<file path="src/rtl/opfwd_pkg.sv">
// Shared types, instruction field positions and immediate extension for operand_forward_unit.
package opfwd_pkg;

    localparam int unsigned XLEN      = 32;
    localparam int unsigned RBITS     = 5;
    localparam int unsigned RS_MSB    = 25;
    localparam int unsigned RS_LSB    = 21;
    localparam int unsigned RT_MSB    = 20;
    localparam int unsigned RT_LSB    = 16;
    localparam int unsigned SHAMT_MSB = 10;
    localparam int unsigned SHAMT_LSB = 6;
    localparam int unsigned IMM_MSB   = 15;
    localparam int unsigned SHAMT_W   = SHAMT_MSB - SHAMT_LSB + 1;
    localparam int unsigned IMM_W     = IMM_MSB + 1;

    typedef struct packed {
        logic             valid;
        logic             pending;
        logic [RBITS-1:0] addr;
        logic [XLEN-1:0]  data;
    } hist_entry_t;

    typedef enum logic {
        RUN   = 1'b0,
        STALL = 1'b1
    } fsm_t;

    function automatic logic [XLEN-1:0] imm_ext(input logic [IMM_W-1:0] imm, input logic zext);
        imm_ext = zext ? {{(XLEN-IMM_W){1'b0}}, imm} : {{(XLEN-IMM_W){imm[IMM_MSB]}}, imm};
    endfunction

endpackage

</file>
<file path="src/rtl/opfwd_match.sv">
// Priority matcher: youngest valid history entry whose address equals i_addr (never register 0).
module opfwd_match
    import opfwd_pkg::*;
#(
    parameter int unsigned FWD_DEPTH = 2
) (
    input  logic [RBITS-1:0]              i_addr,
    input  hist_entry_t [FWD_DEPTH-1:0]   i_hist,
    output logic                          o_hit,
    output logic                          o_pending,
    output logic [XLEN-1:0]               o_data
);

    // Scan oldest to youngest so the youngest match overwrites older ones.
    always_comb begin
        o_hit     = 1'b0;
        o_pending = 1'b0;
        o_data    = '0;
        for (int i = int'(FWD_DEPTH) - 1; i >= 0; i--) begin
            if (i_hist[i].valid && (i_hist[i].addr == i_addr) && (i_addr != '0)) begin
                o_hit     = 1'b1;
                o_pending = i_hist[i].pending;
                o_data    = i_hist[i].data;
            end
        end
    end

endmodule

</file>
<file path="src/rtl/operand_forward_unit.sv">
// Decode/execute operand forwarding with load-use stall and stall-timeout tracking.
// Optional OPFWD_STATS_EN adds saturating FwdCount/StallCount outputs.
module operand_forward_unit
    import opfwd_pkg::*;
#(
    parameter int unsigned FWD_DEPTH = 2,
    parameter int unsigned MAX_STALL = 15
) (
    input  logic             clk,
    input  logic             rst_n,
    input  logic [31:0]      Instruction,
    input  logic [XLEN-1:0]  Drs,
    input  logic [XLEN-1:0]  Drt,
    input  logic             ZeroExtend,
    input  logic             ShiftImmediate,
    input  logic             ALUSrc,
    input  logic             Advance,
    input  logic             WrEn,
    input  logic [RBITS-1:0] WrAddr,
    input  logic [XLEN-1:0]  WrData,
    input  logic             WrIsLoad,
    input  logic             LoadValid,
    input  logic [XLEN-1:0]  LoadData,
    output logic [XLEN-1:0]  RegA,
    output logic [XLEN-1:0]  RegB,
    output logic [XLEN-1:0]  ALUinA,
    output logic [XLEN-1:0]  ALUinB,
    output logic             FwdHitA,
    output logic             FwdHitB,
    output logic             Stall,
    output logic             StallTimeout
`ifdef OPFWD_STATS_EN
    ,
    output logic [31:0]      FwdCount,
    output logic [31:0]      StallCount
`endif
);

    localparam int unsigned CNT_W = $clog2(MAX_STALL + 1) + 1;

    hist_entry_t [FWD_DEPTH-1:0] r_hist;
    hist_entry_t [FWD_DEPTH-1:0] w_filled;
    hist_entry_t [FWD_DEPTH-1:0] w_hist_nxt;
    logic [FWD_DEPTH-1:0]        w_fill_vec;
    logic                        w_found;

    fsm_t             r_state, w_state_nxt;
    logic [CNT_W-1:0] r_stall_cnt, w_cnt_nxt;
    logic             r_timeout, w_timeout_nxt;

    logic [RBITS-1:0] w_rs, w_rt;
    logic [XLEN-1:0]  w_imm, w_data_a, w_data_b;
    logic             w_hit_a, w_hit_b, w_pend_a, w_pend_b, w_stall;
    logic             w_unused_bits;

    assign w_rs          = Instruction[RS_MSB:RS_LSB];
    assign w_rt          = Instruction[RT_MSB:RT_LSB];
    assign w_imm         = imm_ext(Instruction[IMM_MSB:0], ZeroExtend);
    assign w_unused_bits = ^{Instruction[31:RS_MSB+1], Instruction[SHAMT_LSB-1:0]};

    opfwd_match #(.FWD_DEPTH(FWD_DEPTH)) u_match_a (
        .i_addr(w_rs), .i_hist(r_hist), .o_hit(w_hit_a), .o_pending(w_pend_a), .o_data(w_data_a)
    );

    opfwd_match #(.FWD_DEPTH(FWD_DEPTH)) u_match_b (
        .i_addr(w_rt), .i_hist(r_hist), .o_hit(w_hit_b), .o_pending(w_pend_b), .o_data(w_data_b)
    );

    assign w_stall = (w_hit_a && w_pend_a) || (w_hit_b && w_pend_b);
    assign Stall   = w_stall;
    assign FwdHitA = w_hit_a;
    assign FwdHitB = w_hit_b;
    assign RegA    = w_hit_a ? w_data_a : Drs;
    assign RegB    = w_hit_b ? w_data_b : Drt;
    assign ALUinA  = ShiftImmediate ? {{(XLEN-SHAMT_W){1'b0}}, Instruction[SHAMT_MSB:SHAMT_LSB]} : RegA;
    assign ALUinB  = ALUSrc ? w_imm : RegB;
    assign StallTimeout = r_timeout;

    // Oldest valid pending entry is the one a returning load fills.
    always_comb begin
        w_fill_vec = '0;
        w_found    = 1'b0;
        for (int i = int'(FWD_DEPTH) - 1; i >= 0; i--) begin
            if (!w_found && r_hist[i].valid && r_hist[i].pending) begin
                w_fill_vec[i] = 1'b1;
                w_found       = 1'b1;
            end
        end
    end

    // Fill is applied before the shift so it lands at the entry's post-shift slot.
    always_comb begin
        w_filled = r_hist;
        for (int i = 0; i < int'(FWD_DEPTH); i++) begin
            if (LoadValid && w_fill_vec[i]) begin
                w_filled[i].data    = LoadData;
                w_filled[i].pending = 1'b0;
            end
        end
        w_hist_nxt = w_filled;
        if (Advance) begin
            for (int i = 1; i < int'(FWD_DEPTH); i++) begin
                w_hist_nxt[i] = w_filled[i-1];
            end
            w_hist_nxt[0].valid   = WrEn && (WrAddr != '0) && !w_stall;
            w_hist_nxt[0].pending = WrIsLoad;
            w_hist_nxt[0].addr    = WrAddr;
            w_hist_nxt[0].data    = WrData;
        end
    end

    always_comb begin
        w_state_nxt   = r_state;
        w_cnt_nxt     = r_stall_cnt;
        w_timeout_nxt = r_timeout;
        case (r_state)
            RUN: begin
                w_cnt_nxt = '0;
                if (w_stall) w_state_nxt = STALL;
            end
            STALL: begin
                if (r_stall_cnt != '1) w_cnt_nxt = r_stall_cnt + CNT_W'(1);
                if (r_stall_cnt == CNT_W'(MAX_STALL)) w_timeout_nxt = 1'b1;
                if (!w_stall) w_state_nxt = RUN;
            end
            default: w_state_nxt = RUN;
        endcase
    end

    always_ff @(posedge clk or negedge rst_n) begin
        if (!rst_n) begin
            r_hist      <= '0;
            r_state     <= RUN;
            r_stall_cnt <= '0;
            r_timeout   <= 1'b0;
        end else begin
            r_hist      <= w_hist_nxt;
            r_state     <= w_state_nxt;
            r_stall_cnt <= w_cnt_nxt;
            r_timeout   <= w_timeout_nxt;
        end
    end

`ifdef OPFWD_STATS_EN
    logic [31:0] r_fwd_count, r_stall_count;

    always_ff @(posedge clk or negedge rst_n) begin
        if (!rst_n) begin
            r_fwd_count   <= '0;
            r_stall_count <= '0;
        end else begin
            if (Advance && (w_hit_a || w_hit_b) && !w_stall && (r_fwd_count != '1))
                r_fwd_count <= r_fwd_count + 32'd1;
            if (w_stall && (r_stall_count != '1))
                r_stall_count <= r_stall_count + 32'd1;
        end
    end

    assign FwdCount   = r_fwd_count;
    assign StallCount = r_stall_count;
`endif

endmodule

</file>
<file path="config.mk">
export PLATFORM = sky130hd
export DESIGN_NAME = operand_forward_unit
export DESIGN_NICKNAME = d
export VERILOG_FILES = /design/src/rtl/opfwd_pkg.sv /design/src/rtl/opfwd_match.sv /design/src/rtl/operand_forward_unit.sv
export SDC_FILE = /design/constraint.sdc
export NUM_CORES = 1
export LEC_CHECK = 0
export ABC_CLOCK_PERIOD_IN_PS = 2900
export CORE_UTILIZATION = 35
export CTS_CLUSTER_DIAMETER = 120
export DETAILED_ROUTE_END_ITERATION = 8
export GPL_TIMING_DRIVEN = 0
export HOLD_SLACK_MARGIN = 0.06
export PLACE_DENSITY_LB_ADDON = 0.05
export SETUP_SLACK_MARGIN = 0.2
export SYNTH_ARGS = -nofsm -noshare
export SYNTH_HDL_FRONTEND = slang
export SYNTH_SLANG_ARGS = --single-unit
</file>
<file path="constraint.sdc">
create_clock -name clk -period 2.9 [get_ports clk]
set_clock_uncertainty 0.05 [all_clocks]
set_input_delay 0.29 -clock clk [delete_from_list [all_inputs] [get_ports clk]]
set_output_delay 0.29 -clock clk [all_outputs]
set_load 0.02 [all_outputs]
</file>
==> metrics.md <==
| Metric | Value |
|---|---|
| Status | `finished clean` |
| Final min period | `2.821 ns` |
| Number of diodes | `0` |
| Pwr per Cell Area | `roughly 380 nW/µm²` |
| Max frequency | `around 350 MHz` |
| Slew @ Worst Pin | `about 1.1 ns` |
| Peak VDD IR | `0.2366 mV` |
| CTS tree | `yes` |
| Detailed Place HPWL | `18290 µm` |
| R2R Path Start | `r_hist[38]` |
| Antenna violations before repair | `1` |
| Crit end category | `output pin` |
| Post-route setup slack | `0.07929 ns` |
| Total die area | `18210 µm²` |
| Vias per cell | `5.316` |
| Final setup TNS | `0 ns` |
| Ys flop type | `dfrtp_1` |
| Die width | `135.0 µm` |
| Final Cell Area | `11230 µm²` |
| Slew Limit Fails | `0` |
| Vias | `about 6700` |
| Bufs and invs on worst path | `4` |
| Global route overflow | `0` |
| Post-synthesis sequential area ratio | `0.3438` |
| Final setup fails | `0` |
| Maximum clock path buffer count | `2` |
| Ys async rst share | `1.000` |
| Syn nets | `863` |
| Clock Pin Slew Worst Setup and Hold Paths | `0.06 ns` |
| Worst endpoint data arrival time | `2.48 ns` |
| Post-Synthesis Cell Area | `between 6000 and 7000 µm²` |
| DR WL/cell | `approximately 21 µm` |
| Pin count of the biggest net entering global routing | `64` |
| Slowest CP cell | `or4_4` |
| Clock Latency Late Sink | `0.35 ns` |
| Cell Chain, Critical Path | `xnor2_1 -> nand4_1 -> or4_4 -> buf_8 -> buf_12 -> clkbuf_16 -> a21oi_4 -> mux2_4 -> buf_6` |
| DRT Pass-1 Iters | `5` |
| Leakage | `4.850 nW` |
| Pre-CTS WS | `-0.9444 ns` |
| Yosys cell types | `37` |
| Placement Cell Area | `9467 µm²` |
| Die Y | `135.0 µm` |
| CTS buffer count | `9` |
| R2R Path End | `r_hist[10]` |
| Core Rows | `48` |
| Area added between synthesis and finish | `81.58%` |
| Crit Path Class | `reg2out` |
| Hold Fails Final Rpt | `0` |
| First-pass GRT wire length | `37690 µm` |
| Crit Path Max Fanout | `7` |
| Starting Density | `0.3577` |
| Largest delay contributor family on the critical path | `buffers and inverters` |
| RD Place Congestion | `0.8296` |
| CP max stage delay | `approximately 0.44 ns` |
| Synth Area per Inst | `9.019 µm²` |
| CTS root buf | `clkbuf_16` |
| Post-route ant nets | `0` |
| Fin nets | `roughly 1200` |
| #FFs+latches synth | `85` |
| Vias in the first global route | `6628` |
| Worst hold-check path type | `in2async` |
| Share of cells above drive strength 1 | `0.4273` |
| Total GRT Usage | `0.2750` |
| Synth Instances | `686` |
| # port buffers | `297` |
| Commonest non-fill, non-tap cell in the layout | `clkdlybuf4s50_1` |
| IO Count | `306` |
| Max Cap Viol | `0` |
| Final WL | `26420 µm` |
| Worst reg-to-reg path cell count | `5` |
| Fin Hold WS | `0.3837 ns` |
| Warnings from Yosys | `0` |
| Fin crit share | `0.9727` |
| Slew HR | `0.2719` |
| RSZ-0062 raised after global routing | `yes` |
| Core ar. | `approximately 17000 µm²` |
| H-tree levels | `3` |
| Worst setup SP type | `flop` |
| First DRT Iteration DRCs | `340` |
| Clock sinks | `85` |
| Pwr Total | `4.302 mW` |
| Commonest cells after routing, fill and taps aside | `clkdlybuf4s50_1 (155), nand2_1 (104), mux2_2 (92)` |
| R2R Setup Slk | `around 0.38 ns` |
| Number of enable flip-flop cells after synthesis | `0` |
| WP data required | `2.56 ns` |
| DR DRC count | `0` |
-- sequential cells by signal (all words and copies together), names as in the netlist --
signal	flops
r_hist	78
r_stall_cnt	5
StallTimeout	1
r_state	1
-- kinds of logic (layout without fill, tap and decap cells) --
kind of cell             count (synthesis)  after routing  synth area share
AO/OA/AOI/OAI                          122            122            0.1268
XOR/XNOR                                23             23           0.03256
adder cells (fa/ha/maj)                  3              3          0.006067
buffers and inverters                   55            401           0.04429
flip-flops                              85             85            0.3438
multiplexers                           161            161            0.2799
AND/OR/NAND/NOR                        237            237            0.1666
-- worst reg2reg max path, delay by kind of cell (launching register included) --
family / cells / cell delay (ns)
compound gates: 1 / 0.44
flops: 1 / 0.44
buf+inv: 1 / 0.65
mux: 2 / 0.72
simple gates: 1 / 0.10
-- metal layers --
metal,wire length [µm],vias up,global-route usage
li1,-,3106,-
met1,11190,3244,0.3485
met2,12970,290,0.4679
met3,1695,40,0.05030
met4,550,2,0.09613
met5,11,-,0
-- through the flow --
stage / std cells / util
2_1_floorplan: 686 / -
3_3_place_gp: 1208 / 0.5459
3_5_place_dp: 1209 / 0.5473
4_1_cts: 1240 / 0.6004
5_1_grt: 1257 / 0.6495
6_report: 1257 / 0.6495
-- synthesized netlist by cell type, types with 2 or more instances --
cell type / count / share of area
nand2_1: 119 / 0.072
mux2_2: 96 / 0.17
dfrtp_1: 85 / 0.34
mux2i_1: 65 / 0.11
nor2_1: 65 / 0.039
o21ai_0: 36 / 0.029
a31oi_1: 32 / 0.032
clkbuf_1: 29 / 0.018
nor2b_1: 28 / 0.028
a21oi_1: 24 / 0.019
xnor2_1: 19 / 0.027
a311o_1: 16 / 0.026
buf_2: 12 / 0.0097
a21oi_2: 9 / 0.013
buf_4: 8 / 0.0097
or4_1: 5 / 0.0061
and2_1: 4 / 0.0040
nand4_1: 4 / 0.0040
xor2_1: 4 / 0.0057
buf_6: 3 / 0.0055
ha_1: 3 / 0.0061
nand3_1: 3 / 0.0024
a22o_1: 2 / 0.0028
nand2b_1: 2 / 0.0020
-- worst max-delay path by stage --
| stage | startpoint | to | slack [ns] | depth (start not counted) |
|---|---|---|---|---|
| 2_1_floorplan | r_hist[32] | ALUinA[12] | 0.31 | 7 |
| 3_3_place_gp | rst_n | r_hist[34] | -1.86 | 1 |
| 3_5_place_dp | Instruction[16] | ALUinB[25] | -0.94 | 9 |
| 4_1_cts | r_hist[36] | ALUinA[0] | 0.1 | 9 |
| 5_1_grt | r_hist[36] | ALUinB[2] | 0.001 | 9 |
| 6_report | r_hist[36] | ALUinA[0] | 0.08 | 9 |
-- area by class of cell --
cell class / instances / area (µm²)
Fill cell: 1507 / 6062
Multi-Input combinational cell: 546 / 4828
Timing Repair Buffer: 331 / 3173
Sequential cell: 85 / 2131
Buffer: 53 / 519.2
Tap cell: 225 / 281.5
Clock buffer: 14 / 264.0
Clock inverter: 1 / 30.03
Inverter: 2 / 7.507
-- power breakdown --
group / total [mW] / internal (mW) / switching (mW)
clock network: 1.19 / 0.712 / 0.478
registers: 1.53 / 1.34 / 0.192
logic: 1.58 / 0.847 / 0.737
-- timing repair --
item / in CTS / in global routing
gates cloned: 2 / 7
hold endpoints to repair: 22 / 0
setup endpoints to repair: 131 / 131
pin swaps: 10 / 31
hold buffers: 1 / 0
setup buffers: 13 / 10
resized for setup: 643 / 326
Power figures use the tool's default switching activity.
==> patch 1 (same settings) <==
Register the output `StallTimeout` once more; this adds one clock of latency there. The other outputs are not delayed to match.
--- a/src/rtl/operand_forward_unit.sv
+++ b/src/rtl/operand_forward_unit.sv
@@ -74,7 +74,9 @@
     assign RegB    = w_hit_b ? w_data_b : Drt;
     assign ALUinA  = ShiftImmediate ? {{(XLEN-SHAMT_W){1'b0}}, Instruction[SHAMT_MSB:SHAMT_LSB]} : RegA;
     assign ALUinB  = ALUSrc ? w_imm : RegB;
-    assign StallTimeout = r_timeout;
+    always_ff @(posedge clk) begin
+        StallTimeout <= r_timeout;
+    end
 
     // Oldest valid pending entry is the one a returning load fills.
     always_comb begin
Behaviour: no difference found for any inputs over 4 cycles, from zero or initial values and one cycle with rst_n low; that may be too few to reach the edited logic, so the function may still have changed.
==> patch 1 against the original RTL <==
Combinational power is 3% higher; cell area is 1.9% higher; sequential cell count is 1 higher; count of clock-buffer cells in the layout is 4 lower; synthesized cell count is 0.15% higher; wire length is 0.79% higher; critical path type unchanged; area after synthesis is 0.32% higher; power is 0.17% lower; worst setup slack worse by 13 ps; critical endpoint is now ALUinA[25].
==> patch 1: results (changes against the original RTL) <==
synthesis:
  muxShareOfSynthArea: 0.279  # was 0.280
  synth_xor_area_frac: 0.0325  # was 0.0326
  yosys-top-cells-area: "dfrtp_1, mux2_2, mux2i_1, nand2_1, nor2_1"  # unchanged
  async_flop_share: 0.988  # was 1.00
  ys_types: 38  # was 37
  synth_compound_area_frac: 0.126  # was 0.127
  synth_area_per_cell_um2: 9.04  # was 9.02 um^2
  ys_warn_count: 0  # unchanged
  ys_top_cells_by_count: "nand2_1, mux2_2, dfrtp_1"  # unchanged
  synth-main-ff-cell: "dfrtp_1"  # unchanged
  syn-num-nets: 864  # was 863
  ys_seq_area_frac: 0.346  # was 0.344
  synth.top_cell.area_share: 0.343  # was 0.344
  synthAdderAreaFrac: 0.00605  # was 0.00607
  synth_top_family_by_area: "multiplexers"  # unchanged
layout:
  nets: 1206  # was 1205
  antenna_cells: 0  # unchanged
  largest_register_ffs: 78  # unchanged
  reg_top3: "r_hist (78), r_stall_cnt (5)"  # unchanged
  drive_above_1_share: 0.454  # was 0.427
pwr:
  switching_power_mw: 1.46  # was 1.41 mW
  p_leak_nw: 4.85  # about the same
  vdd_drop_max_mv: 0.252  # was 0.237 mV
  p_comb_mw: 1.63  # was 1.58 mW
  powerDensity_nw_per_um2: 375  # was 383 nW/um^2
  clk-power_mw: 1.13  # was 1.19 mW
global_route:
  grt_pass1_vias: 6674  # was 6628
  grt_usage: 0.276  # was 0.275
  grt_pass1_wl_mm: 37.7  # about the same
  antenna_found_initial: 0  # was 1
  grt_max_degree: 48  # was 64
drt:
  drt-pass1-iter-count: 5  # unchanged
  wl_per_cell_um: 21.1  # was 21.0 um
  viasPerCell: 5.30  # was 5.32
  totalWireLength_mm: 26.6  # was 26.4 mm
  initialDrtViolationCount: 276  # was 340
worst_setup_path:
  cp_slowest_cell: "or4_4"  # unchanged
  cpLargestDelayFamily: "simple AND/OR/NAND/NOR gates"  # was buffers and inverters
  cpPeakStageDelay_ps: 530  # was 440 ps
  path_max_fanout: 10  # was 7
clock_tree:
  clk_latency_ps: 350  # about the same
  root_buffer: "clkbuf_16"  # unchanged
  clockBufferDepth: 2  # unchanged
  htree_num_levels: 3  # unchanged
  cts_buffers: 9  # unchanged
  path_clk_slew_ps: 70
timing:
  setup_viol: 0  # unchanged
  relSlewSlack: 0.304  # was 0.272
worst_hold_path:
  hold_path.class: "register to register"  # was input port to asynchronous set/reset pin
placement:
  gp_congestion: 0.822  # was 0.830
  placed_area_um2: 9490  # was 9470 um^2
  pre_cts_ws_ps: -1170  # was -944 ps
  io_buffer_count: 297  # unchanged
  place_hpwl_mm: 18.6  # was 18.3 mm
run_status:
  status: "completed"  # unchanged
==> patch 1: changes by cell type in the layout (fill, tap and decap cells not counted), moves of 12 or more <==
cell and change:
buf_6 +21, a21oi_4 -20, a21oi_2 +19, a31oi_1 -15
clkbuf_2 -13, nand2_1 -12, nor2_4 +12
==> patch 1: layer usage <==
metal	up-vias	GRT usage	wire length (um)
met5	-	0	0
met4	0	0.0818	567
met3	38	0.0621	1940
met2	272	0.482	13300
met1	3240	0.337	10800
li1	3121	-	-
==> patch 1: timing repair <==
action / in CTS / in global routing
buffers inserted: 13 / 11
hold buffers: 1 / 0
pin swaps: 18 / 58
gates cloned: 2 / 6
hold endpoints to repair: 38 / 0
endpoints found under the setup margin: 131 / 129
gates resized for setup: 653 / 404
==> patch 1: worst paths after layout <==
| path | endpoint | slack (ps) | startpoint | cells past startpoint |
|---|---|---|---|---|
| hold reg to reg | StallTimeout | 320 | r_timeout | 0 |
| min in group asynchronous | r_hist[17] | 450 | rst_n | 2 |
| setup / recovery | ALUinA[25] | 70 | r_hist[32] | 8 |
| hold / removal | StallTimeout | 320 | r_timeout | 0 |
| setup reg to reg | r_hist[10] | 360 | r_hist[38] | 5 |
| max in group asynchronous | r_hist[63] | 1710 | rst_n | 3 |
==> patch 1: worst reg2reg max path, cell delays in order, from the launching register on <==
cell,delay [ps]
dfrtp_1,460
nand3_1,100
a21oi_1,510
clkbuf_1,610
mux2_2,420
mux2_2,270
==> patch 1: area by class of cell <==
cell class	count	area (um^2)
multi-input combinational	546	4960
clock inverter	6	46.3
clock buffer	10	239
inverter	2	7.51
tap	225	282
fill	1439	5850
sequential	86	2150
timing repair buffer	331	3250
buffer	53	513
==> patch 2 (config.mk and constraints unchanged) <==
Without the edit above. Build with the macro `OPFWD_STATS_EN` defined.
--- a/src/rtl/operand_forward_unit.sv
+++ b/src/rtl/operand_forward_unit.sv
@@ -1,5 +1,7 @@
 // Decode/execute operand forwarding with load-use stall and stall-timeout tracking.
 // Optional OPFWD_STATS_EN adds saturating FwdCount/StallCount outputs.
+`define OPFWD_STATS_EN
+
 module operand_forward_unit
     import opfwd_pkg::*;
 #(
Formal check against the unedited RTL (old outputs only; new: FwdCount and StallCount): equivalent (equiv_simple and equiv_induct, registers matched by name and starting in step).
==> patch 2 against the original RTL <==
The run now ends with negative setup slack left; first-iteration DRC count increased by 14%; worst setup slack worse by 220 ps; sequential cell count rose by 64; wire length grew 39%; via count grew 35%; power rose by 55%; cell area up 45%; area after synthesis rose by 48%.
==> patch 2: results (changes against the original RTL) <==
run_status:
  status: "finished with violations"  # was completed
  violations: "negative setup slack"
synthesis:
  ys_top_cells_by_count: "dfrtp_1, nand2_1, o21ai_0"  # was nand2_1, mux2_2, dfrtp_1
  ys_seq_area_frac: 0.406  # was 0.344
  synth-main-ff-cell: "dfrtp_1"  # unchanged
  ys_warn_count: 0  # unchanged
  yosys-top-cells-area: "dfrtp_1, mux2_2, mux2i_1, nand2_1, o21ai_0"  # was dfrtp_1, mux2_2, mux2i_1, nand2_1, nor2_1
  synth_area_per_cell_um2: 9.77  # was 9.02 um^2
  ys_types: 45  # was 37
  syn-num-nets: 1119  # was 863
worst_setup_path:
  cp.arrival_ps: 2700  # was 2480 ps
  rr_endpoint: "r_hist[12]"  # was r_hist[10]
  cpPeakStageDelay_ps: 410  # was 440 ps
  reg2reg_slack_ps: 100  # was 380 ps
  path_max_fanout: 5  # was 7
  r2r_start: "r_hist[76]"  # was r_hist[38]
  cp_slowest_cell: "dfrtp_1"  # was or4_4
clock_tree:
  cts_buffers: 17  # was 9
  path_clk_slew_ps: 70
  clk_latency_ps: 430  # was 350 ps
  clockBufferDepth: 2  # unchanged
  htree_num_levels: 4  # was 3
global_route:
  grt_pass1_vias: 8946  # was 6628
  grt_usage: 0.267  # was 0.275
  antenna_found_initial: 3  # was 1
  grt_pass1_wl_mm: 53.9  # was 37.7 mm
  grt_max_degree: 106  # was 64
drt:
  viasPerCell: 5.14  # was 5.32
  initialDrtViolationCount: 387  # was 340
  totalWireLength_mm: 36.6  # was 26.4 mm
  dr_wl_met2_mm: 18.6  # was 13.0 mm
  met3_length_mm: 2.01  # was 1.70 mm
  drt-pass1-iter-count: 6  # was 5
  wl_met1_mm: 15.0  # was 11.2 mm
pwr:
  vdd_drop_max_mv: 0.378  # was 0.237 mV
  p_leak_nw: 6.92  # was 4.85 nW
timing:
  setup_viol: 33  # was 0
  hold_ws_ps: 282  # was 384 ps
  worst_pin_slew_ps: 1060  # was 1090 ps
  layout_setup_ws_ps: -141  # was 79.3 ps
  tns_ps: -2050  # was 0 ps
layout:
  largest-register: "r_hist"  # unchanged
  instances_no_fill: 1758  # was 1257
  drive_above_1_share: 0.384  # was 0.427
placement:
  place_hpwl_mm: 25.7  # was 18.3 mm
  placed_area_um2: 13300  # was 9470 um^2
  gp_congestion: 0.842  # was 0.830
  pre_cts_ws_ps: -1590  # was -944 ps
  io_buffer_count: 361  # was 297
  numPlacedInstances: 1632  # was 1209
worst_hold_path:
  hold_path.class: "input port to asynchronous set/reset pin"  # unchanged
-- patch 2: cell types whose count changed after synthesis, moves of 32 or more --
cell,unedited run,this run
dfrtp_1,85,149
mux2i_1,65,98
xnor2_1,19,55
a31oi_1,32,0
nor2_1,65,14
o21ai_0,36,100
-- patch 2: timing repair --
action | 4_1_cts | 5_1_grt
gates resized for setup | 828 | 260
hold buffers | 1 | 0
gates cloned | 7 | 3
buffers inserted | 47 | 32
pin swaps | 32 | 57
endpoints found under the setup margin | 200 | 245
hold endpoints to repair | 44 | 0
-- patch 2: how the worst max path moves through the flow --
stage,from,end,slack [ps]
after floorplan,Instruction[17],ALUinB[3],60
final,r_hist[75],ALUinA[30],-140
after global placement,rst_n,r_hist[17],-5020
after CTS,r_hist[75],ALUinB[10],-70
after global routing,r_hist[74],ALUinA[30],-230
after detailed placement,Instruction[21],ALUinA[31],-1590
-- patch 2: through the flow --
| step | util | total power [mW] |
|---|---|---|
| 5_1_grt | 0.638 | 6.95 |
| 3_3_place_gp | 0.522 | 4.08 |
| 3_5_place_dp | 0.523 | 4.10 |
| 2_1_floorplan | - | 3.26 |
| 4_1_cts | 0.588 | 6.49 |
| 6_report | 0.638 | 6.68 |
-- patch 2: cells by family (layout without fill, tap and decap cells) --
family | count (synthesis) | in the layout | synth area share
multiplexers | 196 | 196 | 0.227
XOR/XNOR | 85 | 85 | 0.0811
AND/OR/NAND/NOR | 326 | 326 | 0.179
flip-flops | 149 | 149 | 0.406
other | 0 | 5 | 0
adder cells (fa/ha/maj) | 5 | 5 | 0.00681
buffers and inverters | 66 | 549 | 0.0294
AO/OA/AOI/OAI | 113 | 113 | 0.0705
-- patch 2: routing by layer --
metal  up-vias  GRT usage
li1       4260          -
met1      4420      0.327
met2       294      0.464
met3        56     0.0495
met4         2     0.0993
met5         -          0
-- patch 2: area by class of cell --
type / instances / area, um^2
multi-input combinational: 725 / 6200
antenna: 5 / 12.5
inverter: 8 / 35.0
timing repair buffer: 452 / 4700
sequential: 149 / 3730
buffer: 58 / 567
clock buffer: 17 / 425
fill: 2139 / 9220
tap: 330 / 413
clock inverter: 14 / 168
-- patch 2: worst register-to-register path: stages (launching register included) --
cell and delay (ps):
dfrtp_1 370, clkbuf_1 280, a21oi_1 670, clkbuf_1 610, mux2_2 440, mux2_2 270
-- patch 2: power breakdown --
group	switching [mW]	total, mW	internal [mW]
logic	0.880	1.91	1.03
clock network	0.998	2.29	1.29
registers	0.225	2.48	2.26
total	2.10	6.68	4.58
